$ cat config.mk
export PLATFORM = sky130hd
export DESIGN_NAME = mem_stage
export DESIGN_NICKNAME = d
export VERILOG_FILES = /design/src/rtl/mem_stage.sv
export SDC_FILE = /design/constraint.sdc
export NUM_CORES = 1
export LEC_CHECK = 0
export CORE_AREA = 3 3 247 249
export DETAILED_ROUTE_END_ITERATION = 6
export DIE_AREA = 0 0 250 252
export PLACE_DENSITY_LB_ADDON = 0.08
export SETUP_SLACK_MARGIN = 0.1
export SKIP_LAST_GASP = 1
export SLEW_MARGIN = 20
export SYNTH_ARGS = -nofsm -noshare
export SYNTH_HDL_FRONTEND = slang
export SYNTH_SLANG_ARGS = --single-unit
$ cat constraint.sdc
create_clock -name clk_i -period 2.2 [get_ports clk_i]
set_input_delay 0.22 -clock clk_i [delete_from_list [all_inputs] [get_ports clk_i]]
set_output_delay 0.22 -clock clk_i [all_outputs]
set_load 0.1 [all_outputs]
$ cat src/rtl/mem_stage.sv
// Memory-access pipeline stage: drives a valid/ready data bus with one outstanding access.
// Optional macro MEM_MISALIGNED_TRAP_EN turns misaligned halfword/word accesses into traps.
module mem_stage #(
  parameter int RESP_TIMEOUT = 16
) (
  input  logic         clk_i,
  input  logic         rst_i,
  input  logic [248:0] ex_mem_pipeline_q,
  input  logic         mem_flush_i,
  output logic         mem_stall_o,
  output logic [280:0] mem_wb_pipeline_q,
  output logic         dmem_valid_o,
  input  logic         dmem_ready_i,
  output logic [31:0]  dmem_addr_o,
  output logic         dmem_we_o,
  output logic [3:0]   dmem_be_o,
  output logic [31:0]  dmem_wdata_o,
  input  logic         dmem_rvalid_i,
  input  logic [31:0]  dmem_rdata_i
);

  typedef struct packed {
    logic        valid;
    logic        mem_req;
    logic        mem_we;
    logic [2:0]  mem_funct3;
    logic [31:0] alu_csr_result;
    logic [31:0] store_data;
    logic [4:0]  rd_addr;
    logic [11:0] csr_addr;
    logic [31:0] csr_wdata;
    logic [31:0] csr_rdata;
    logic [31:0] pc_plus_4;
    logic        result_sel;
    logic        trap_valid;
    logic [31:0] trap_mcause;
    logic [31:0] trap_mtval;
  } ex_mem_t;

  typedef struct packed {
    ex_mem_t     em;
    logic [31:0] load_rdata;
  } mem_wb_t;

  typedef enum logic [1:0] {
    IDLE      = 2'd0,
    REQ       = 2'd1,
    WAIT_RESP = 2'd2
  } state_t;

  localparam logic [7:0] TO_LAST = 8'(RESP_TIMEOUT - 1);

  function automatic logic [3:0] be_fn(input logic [2:0] f3, input logic [1:0] off);
    case (f3[1:0])
      2'b00:   be_fn = 4'b0001 << off;
      2'b01:   be_fn = 4'b0011 << off;
      2'b10:   be_fn = 4'b1111;
      default: be_fn = 4'b1111;
    endcase
  endfunction

  function automatic logic [31:0] wdata_fn(input logic [2:0] f3, input logic [31:0] sd);
    case (f3[1:0])
      2'b00:   wdata_fn = {4{sd[7:0]}};
      2'b01:   wdata_fn = {2{sd[15:0]}};
      default: wdata_fn = sd;
    endcase
  endfunction

  function automatic logic [31:0] load_fn(input logic [2:0] f3, input logic [1:0] off,
                                          input logic [31:0] raw);
    logic [31:0] sh;
    sh = raw >> {off, 3'b000};
    case (f3)
      3'b000:  load_fn = {{24{sh[7]}}, sh[7:0]};
      3'b001:  load_fn = {{16{sh[15]}}, sh[15:0]};
      3'b100:  load_fn = {24'h000000, sh[7:0]};
      3'b101:  load_fn = {16'h0000, sh[15:0]};
      default: load_fn = raw;
    endcase
  endfunction

  ex_mem_t     in_s;
  ex_mem_t     req_r;
  mem_wb_t     mem_wb_r;
  mem_wb_t     pass_s;
  mem_wb_t     done_s;
  state_t      state_r;
  logic [7:0]  cnt_r;
  logic        kill_r;
  logic        mis_s;
  logic        issue_s;
  logic        timeout_s;
  logic [31:0] bus_addr_s;
  logic [2:0]  bus_f3_s;
  logic [31:0] bus_sd_s;
  logic        bus_we_s;

  assign in_s              = ex_mem_pipeline_q;
  assign mem_wb_pipeline_q = mem_wb_r;

  // Alignment check on the incoming access
`ifdef MEM_MISALIGNED_TRAP_EN
  always_comb begin
    mis_s = 1'b0;
    if (in_s.valid && in_s.mem_req && !in_s.trap_valid) begin
      case (in_s.mem_funct3[1:0])
        2'b01:   mis_s = in_s.alu_csr_result[0];
        2'b10:   mis_s = (in_s.alu_csr_result[1:0] != 2'b00);
        default: mis_s = 1'b0;
      endcase
    end else begin
      mis_s = 1'b0;
    end
  end
`else
  assign mis_s = 1'b0;
`endif

  assign issue_s   = !rst_i && (state_r == IDLE) && in_s.valid && in_s.mem_req &&
                     !in_s.trap_valid && !mis_s && !mem_flush_i;
  assign timeout_s = (state_r == WAIT_RESP) && !dmem_rvalid_i && (cnt_r == TO_LAST);

  // Bundles emitted on pass-through (possibly with alignment trap) and on access completion
  always_comb begin
    pass_s.em                = in_s;
    pass_s.load_rdata        = 32'd0;
    pass_s.em.trap_valid     = in_s.trap_valid | mis_s;
    pass_s.em.trap_mcause    = mis_s ? (in_s.mem_we ? 32'd6 : 32'd4) : in_s.trap_mcause;
    pass_s.em.trap_mtval     = mis_s ? in_s.alu_csr_result : in_s.trap_mtval;

    done_s.em = req_r;
    if (dmem_rvalid_i) begin
      done_s.load_rdata = req_r.mem_we ? 32'd0 :
                          load_fn(req_r.mem_funct3, req_r.alu_csr_result[1:0], dmem_rdata_i);
    end else begin
      done_s.load_rdata     = 32'd0;
      done_s.em.trap_valid  = 1'b1;
      done_s.em.trap_mcause = req_r.mem_we ? 32'd7 : 32'd5;
      done_s.em.trap_mtval  = req_r.alu_csr_result;
    end
  end

  // Bus request drive and stall; in IDLE the request comes straight from the incoming bundle
  always_comb begin
    if (state_r == IDLE) begin
      bus_addr_s = in_s.alu_csr_result;
      bus_f3_s   = in_s.mem_funct3;
      bus_sd_s   = in_s.store_data;
      bus_we_s   = in_s.mem_we;
    end else begin
      bus_addr_s = req_r.alu_csr_result;
      bus_f3_s   = req_r.mem_funct3;
      bus_sd_s   = req_r.store_data;
      bus_we_s   = req_r.mem_we;
    end

    if (rst_i) begin
      dmem_valid_o = 1'b0;
      mem_stall_o  = 1'b0;
    end else begin
      case (state_r)
        IDLE: begin
          dmem_valid_o = issue_s;
          mem_stall_o  = issue_s;
        end
        REQ: begin
          dmem_valid_o = 1'b1;
          mem_stall_o  = 1'b1;
        end
        WAIT_RESP: begin
          dmem_valid_o = 1'b0;
          mem_stall_o  = !(dmem_rvalid_i || timeout_s);
        end
        default: begin
          dmem_valid_o = 1'b0;
          mem_stall_o  = 1'b0;
        end
      endcase
    end

    dmem_addr_o  = {bus_addr_s[31:2], 2'b00};
    dmem_we_o    = dmem_valid_o & bus_we_s;
    dmem_be_o    = dmem_valid_o ? be_fn(bus_f3_s, bus_addr_s[1:0]) : 4'b0000;
    dmem_wdata_o = wdata_fn(bus_f3_s, bus_sd_s);
  end

  // Stage FSM with registered MEM/WB bundle
  always_ff @(posedge clk_i) begin
    if (rst_i) begin
      state_r  <= IDLE;
      cnt_r    <= 8'd0;
      kill_r   <= 1'b0;
      req_r    <= '0;
      mem_wb_r <= '0;
    end else begin
      case (state_r)
        IDLE: begin
          cnt_r  <= 8'd0;
          kill_r <= 1'b0;
          if (issue_s) begin
            req_r    <= in_s;
            mem_wb_r <= '0;
            state_r  <= dmem_ready_i ? WAIT_RESP : REQ;
          end else if (mem_flush_i || !in_s.valid) begin
            mem_wb_r <= '0;
          end else begin
            mem_wb_r <= pass_s;
          end
        end
        REQ: begin
          mem_wb_r <= '0;
          kill_r   <= kill_r | mem_flush_i;
          if (dmem_ready_i) begin
            state_r <= WAIT_RESP;
          end
        end
        WAIT_RESP: begin
          if (dmem_rvalid_i || timeout_s) begin
            // A killed access still finishes on the bus but retires as a bubble
            mem_wb_r <= (kill_r || mem_flush_i) ? '0 : done_s;
            state_r  <= IDLE;
            kill_r   <= 1'b0;
            cnt_r    <= 8'd0;
          end else begin
            mem_wb_r <= '0;
            kill_r   <= kill_r | mem_flush_i;
            cnt_r    <= cnt_r + 8'd1;
          end
        end
        default: begin
          state_r  <= IDLE;
          mem_wb_r <= '0;
          kill_r   <= 1'b0;
          cnt_r    <= 8'd0;
        end
      endcase
    end
  end

endmodule

Yosys cells after proc, flatten, opt, wreduce, memory -nomap -nowiden
Index checks and enable logic that the tools add are counted.
{"block": "totals", "regBits": 541, "inputBits": 286, "out_inout_bits": 352, "elab_cells": 101}
{"block": "classes", "addsub": 1, "eq_ne": 10, "shift": 3, "n_mux": 30, "bitwise": 2, "reduce_logical": 21}
{"operator": "2-to-1 mux 281 bit", "n": 4}
{"operator": "one-hot mux 281 bit (2 select lines)", "n": 1}
{"operator": "2-to-1 mux 32 bit", "n": 4}
{"operator": "one-hot mux 32 bit (4 select lines)", "n": 1}
{"operator": "2-to-1 mux 65 bit", "n": 1}
{"operator": "one-hot mux 32 bit (2 select lines)", "n": 1}
{"operator": "right shift 32 x 5 -> 16 bit", "n": 1}
{"operator": "one-hot mux 8 bit (2 select lines)", "n": 1}
{"operator": "2-to-1 mux 2 bit", "n": 6}
{"operator": "adder 8 x 1 -> 8 bit (second input constant)", "n": 1}
{"operator": "== test 8 x 4 -> 1 bit (second input constant)", "n": 1}
{"operator": "2-to-1 mux 8 bit", "n": 1}
{"operator": "one-hot mux 4 bit (2 select lines)", "n": 1}
{"operator": "logical AND 1 bit", "n": 7}
{"operator": "== test 3 bit (second input constant)", "n": 2}
{"operator": "zero test 1 bit", "n": 6}
{"operator": "one-hot mux 2 bit (3 select lines)", "n": 1}
{"operator": "== test 2 x 1 -> 1 bit (second input constant)", "n": 2}
{"operator": "zero test 2 bit", "n": 2}
{"operator": "2-to-1 mux 1 bit", "n": 4}
{"operator": "2-to-1 mux 4 bit", "n": 1}
{"operator": "!= test 2 bit (second input constant)", "n": 2}
{"operator": "one-hot mux 1 bit (2 select lines)", "n": 2}
{"operator": "left shift 1 x 2 -> 4 bit (first input constant)", "n": 1}
{"operator": "11 further kinds", "n": 13}

Depth between registers and ports, before layout
{"block": "logic_depth", "depth_word": 9, "depth_mapped": 9, "mapped_depth_nobuf": 6}

Worst setup path before layout
Ideal clock, no wire load.
{"block": "synth_timing", "path_kind": "reg2out", "startpoint": "reg state_r[0]", "endpoint": "out mem_stall_o", "t_arrival_ns": 3.647, "required_ns": 1.980, "slack_ns": -1.667, "stages_incl_launch_ff": 8, "n_path_buf": 2, "path_cell_list": "dfxtp_1 inv_1 ha_1 nand3b_1 nand2b_1 buf_2 clkbuf_1 a311oi_1"}
{"block": "synth_via", "elab_chain_cells": 8, "elab_cells_between_ends": 14, "classes_between": "eq/ne: 2; mux: 2; reduce/logical: 10"}
{"element": "start, declared", "line": "88", "source": "state_t state_r;"}
{"element": "start signal, assigned", "line": "204", "source": "state_r <= dmem_ready_i ? WAIT_RESP : REQ;"}
{"element": "zero test 2 bit", "line": "120, 162"}
{"element": "logical AND 1 bit (4 in a row)", "line": "120", "source": "assign issue_s = !rst_i && (state_r == IDLE) && in_s.valid && in_s.mem_req &&"}
{"element": "logical AND 1 bit", "line": "121", "source": "!in_s.trap_valid && !mis_s && !mem_flush_i;"}
{"element": "one-hot mux 1 bit (3 select lines) (*)", "line": "162", "source": "case (state_r)"}
{"element": "2-to-1 mux 1 bit (*)", "line": "158", "source": "if (rst_i) begin"}
{"element": "end, declared", "line": "10", "source": "output logic mem_stall_o,"}
Mark *: on every way between the ends. The rest lies on a longest branch, timed or not.

Worst setup path in the final report
{"block": "layout_timing", "startpoint": "reg state_r[0]", "endpoint": "out dmem_wdata_o[29]"}
{"block": "layout_via", "elab_chain_cells": 4, "elab_cells_between_ends": 6, "classes_between": "eq/ne: 1; mux: 3; reduce/logical: 2"}
{"element": "zero test 2 bit (*)", "line": "146", "source": "if (state_r == IDLE) begin"}
{"element": "2-to-1 mux 2 bit", "line": "146"}
{"element": "== test 2 x 1 -> 1 bit / zero test 2 bit (equally long branches)", "line": "63", "source": "case (f3[1:0])"}
{"element": "one-hot mux 32 bit (2 select lines) (*)", "line": "63"}
{"element": "end, declared", "line": "17", "source": "output logic [31:0] dmem_wdata_o,"}
Marks and branches as above.

==> summary.txt <==
Logic synthesis
  • Top-count cell post-synth: dfxtp_1
  • Seq cells post-synth: around 540
  • Cell accounting for the most synthesized area: dfxtp_1
  • Seq/Total Area, Yosys: a little over half
  • Synth warn: 0
  • Post-synth top cells: dfxtp_1 (541), nand2_1 (531), a21oi_1 (297)
  • Netlist area before placement: just over 20000 sq um
  • Post-synth top area share: around 53%
  • EDFF count, synth: 0
  • Asr flop ratio synth: 0%
  • Ys flop type: dfxtp_1
  • Cell variety after synth: between 40 and 50
  • Cell count after synthesis: 2371
  • Synthesized area per cell: approximately 8.7 sq um
  • Area contributors post-synth: dfxtp_1 (53%), nand2_1 (9.7%), a32oi_1 (9.3%)

GRT
  • Routing usage on met3: 6.999%
  • First-pass GRT wire length: roughly 120 mm
  • Pin count of the biggest net entering global routing: around 180
  • Number of global-route vias before repair: 19420
  • Most Used Layer, Global Route: met2
  • Met2 Use GR: 41.47%
  • M1 GR Usage: a little under a third
  • Gr usage total: between 20% and 30%
  • Gr ovfl total: 0
  • Initial antenna violation count: 23

Run status
  • Violated checks: setup timing
  • Outcome: finished, violations left

Power
  • Comb pwr share: between 20% and 30%
  • Clock share of power: between 30% and 40%
  • Seq pwr share: roughly two fifths
  • Leakage: around 0.012 uW
  • Switching Power: ~8200 uW
  • Net Sw Frac: 31.81%
  • Pint: between 15000 and 20000 uW
  • PwrDens: 824.7 nW/um^2
  • Worst IR Drop VDD: ~600 uV

Route
  • Drt initial violations: ~1200
  • Vias/cell: between 5 and 6
  • DR WL/cell: between 20 and 25 microns
  • DRT Wirelength: 84.56 mm
  • Vias post-DR: a little over 20000
  • Detail Route Antenna Nets: 0
  • TritonRoute pass-1 iters: 7
  • # DRC: 0

Floorplanning
  • Site Rows: 89
  • Die area: ~63000 sq um
  • Initial cell density of the core: around a third
  • Die Y: ~250 microns
  • IO Pins: between 600 and 700
  • Die extent in x: between 200 and 300 microns
  • Core Region: a little under 60000 sq um

Setup path
  • Critical Path Fanout Max: 8
  • Worst r2r src: state_r[0]
  • Crit Path Category: flop to primary output
  • Arrival @ worst endpoint: approximately 2.4 ns
  • Crit. End Element: primary output
  • R2R setup slack: -0.04 ns
  • Cell depth of the worst flop-to-flop path: 12
  • Crit path launch type: flop
  • WP data required: 1.98 ns
  • Reg-to-Reg End: mem_wb_pipeline_q[174]

Clock network
  • CTS tree: yes
  • Cts bufs inserted: just under 60
  • H-tree depth: 2
  • Worst-path clk slew: 0.06 ns
  • CTS sink count: 541
  • Clock Latency Late Sink: 0.62 ns
  • Root Buffer: clkbuf_16
  • Worst-case clock buffer depth: 3

Hold path
  • Worst hold path class: input pin to flop
  • Hold Crit Depth: 3
  • HP Start: dmem_rvalid_i
  • Min-Delay Endpoint: state_r[1]

Timing
  • Tmin final: between 2 and 3 ns
  • Clock Skew: approximately 0.020 ns
  • Fin crit share: 117.4%
  • Final Setup Violations: around 150
  • Final slew viol count: 0
  • Final Hold Fails: 0
  • Max Fclk: just under 0.4 GHz
  • Final worst setup slack: -0.3837 ns
  • RSZ-0062 raised after global routing: true
  • Measured slew at the worst slew-check pin: 1.092 ns
  • Max-slew headroom: a little over a quarter

Placement
  • GPL Wtd Cong: about 0.89
  • Hpwl dp: about 56 mm
  • IO Port Bufs: 635
  • Worst slack, placed: approximately 0.032 ns

Final layout
  • Share of cells above drive strength 1: roughly a quarter
  • Final core utilization: a little over half
  • Filler cells: roughly 5300
  • Area delta synth->final: 52.65%
  • Nets: 3275

Job
  • Max-cap violation count: 0
[metrics by stage]
stage	hold slack [ns]	area (sq um)	setup TNS (ns)	instances	power (uW)
global placement	0.4385	28720	0	3655	16180
floorplan	0.3540	21230	-0.07855	2372	13950
detailed placement	0.4432	28720	0	3655	16190
finish	0.08743	31420	-16.23	3816	25910
CTS	0.02973	30990	-18.94	3782	26050
global route	0.06490	31410	-44.17	3813	26770
[worst max path at each step]
stage / from / to / slack (ns) / cells after the start
finish: state_r[0] / dmem_wdata_o[29] / -0.38 / 9
global route: state_r[0] / dmem_be_o[2] / -0.48 / 10
CTS: state_r[0] / dmem_be_o[0] / -0.43 / 9
detailed placement: ex_mem_pipeline_q[247] / req_r[47] / 0.03 / 7
global placement: mem_flush_i / mem_wb_pipeline_q[65] / 0.08 / 7
floorplan: cnt_r[1] / mem_stall_o / -0.08 / 4
[state kept, by name (all words and copies together), names as in the netlist]
register,flops
mem_wb_pipeline_q,281
done_s,184
state_r,2
req_r,65
cnt_r,8
kill_r,1
[cell families after synthesis]
family / share of synthesized area, %
muxes: 5.519
buffers and inverters: 5.209
adders and majority gates: 0.3039
AOI/OAI and AO/OA: 20.05
other: 0.01822
xor gates and xnor gates: 0.3404
and+or+nand+nor: 15.94
DFF: 52.62
[cells in the final DEF (no fill, tap or decap), types with 10 or more instances in the layout]
master and count:
clkbuf_8 14, clkbuf_16 65, clkbuf_1 14, a32oi_1 219, inv_1 24, buf_4 362
clkdlybuf4s50_1 283, diode_2 14, a21oi_4 20, clkinv_2 14, mux2_4 12, buf_12 106
a21oi_1 276, dfxtp_1 537, mux2i_1 19, nor2_1 263, mux2_2 62, o21ai_4 14
nor2b_1 10, nand2_1 521, o21ai_0 14, a22oi_1 36
[area by class of cell]
| cell class | count | area, sq um | share of cell area (%) |
|---|---|---|---|
| clock buffers | 86 | 1708 | 5.436 |
| multi-input cells | 1581 | 9472 | 30.14 |
| inverters | 27 | 105.1 | 0.3345 |
| flip-flops and latches | 541 | 10840 | 34.49 |
| repair buffers | 775 | 8130 | 25.88 |
| clock inverters | 19 | 167.7 | 0.5336 |
| well taps | 773 | 967.2 | 3.078 |
| diodes | 14 | 35.03 | 0.1115 |
[routing by layer]
layer / part of all wire [%] / wire length [microns]
met1: 40 / 34060
met2: 49 / 41480
met3: 7.7 / 6486
met4: 2.8 / 2407
met5: 0.14 / 116
[power by group through the flow]
stage / logic (uW) / registers, uW / clock network [uW]
global placement: 5830 / 10400 / 0
global route: 6310 / 10200 / 10300
CTS: 6000 / 10100 / 9900
detailed placement: 5830 / 10400 / 0
finish: 6100 / 10100 / 9660
floorplan: 2440 / 11500 / 0
[worst max-delay path, cell delays in order (launching register included)]
cell and delay, ns:
dfxtp_2 0.33, inv_2 0.05, ha_4 0.16, buf_12 0.14
buf_12 0.14, mux2_4 0.39, nand2_2 0.10, o21ai_4 0.06
a21oi_4 0.18, buf_12 0.20
[repair_timing]
action	CTS	global route
setup buffers	18	12
pin swaps	10	14
endpoints found under the hold margin	1	0
endpoints found under the setup margin	69	397
hold buffers	1	0
cloned	3	8
gates resized for setup	38	34
Note: power is estimated with default switching activity, not from simulation.
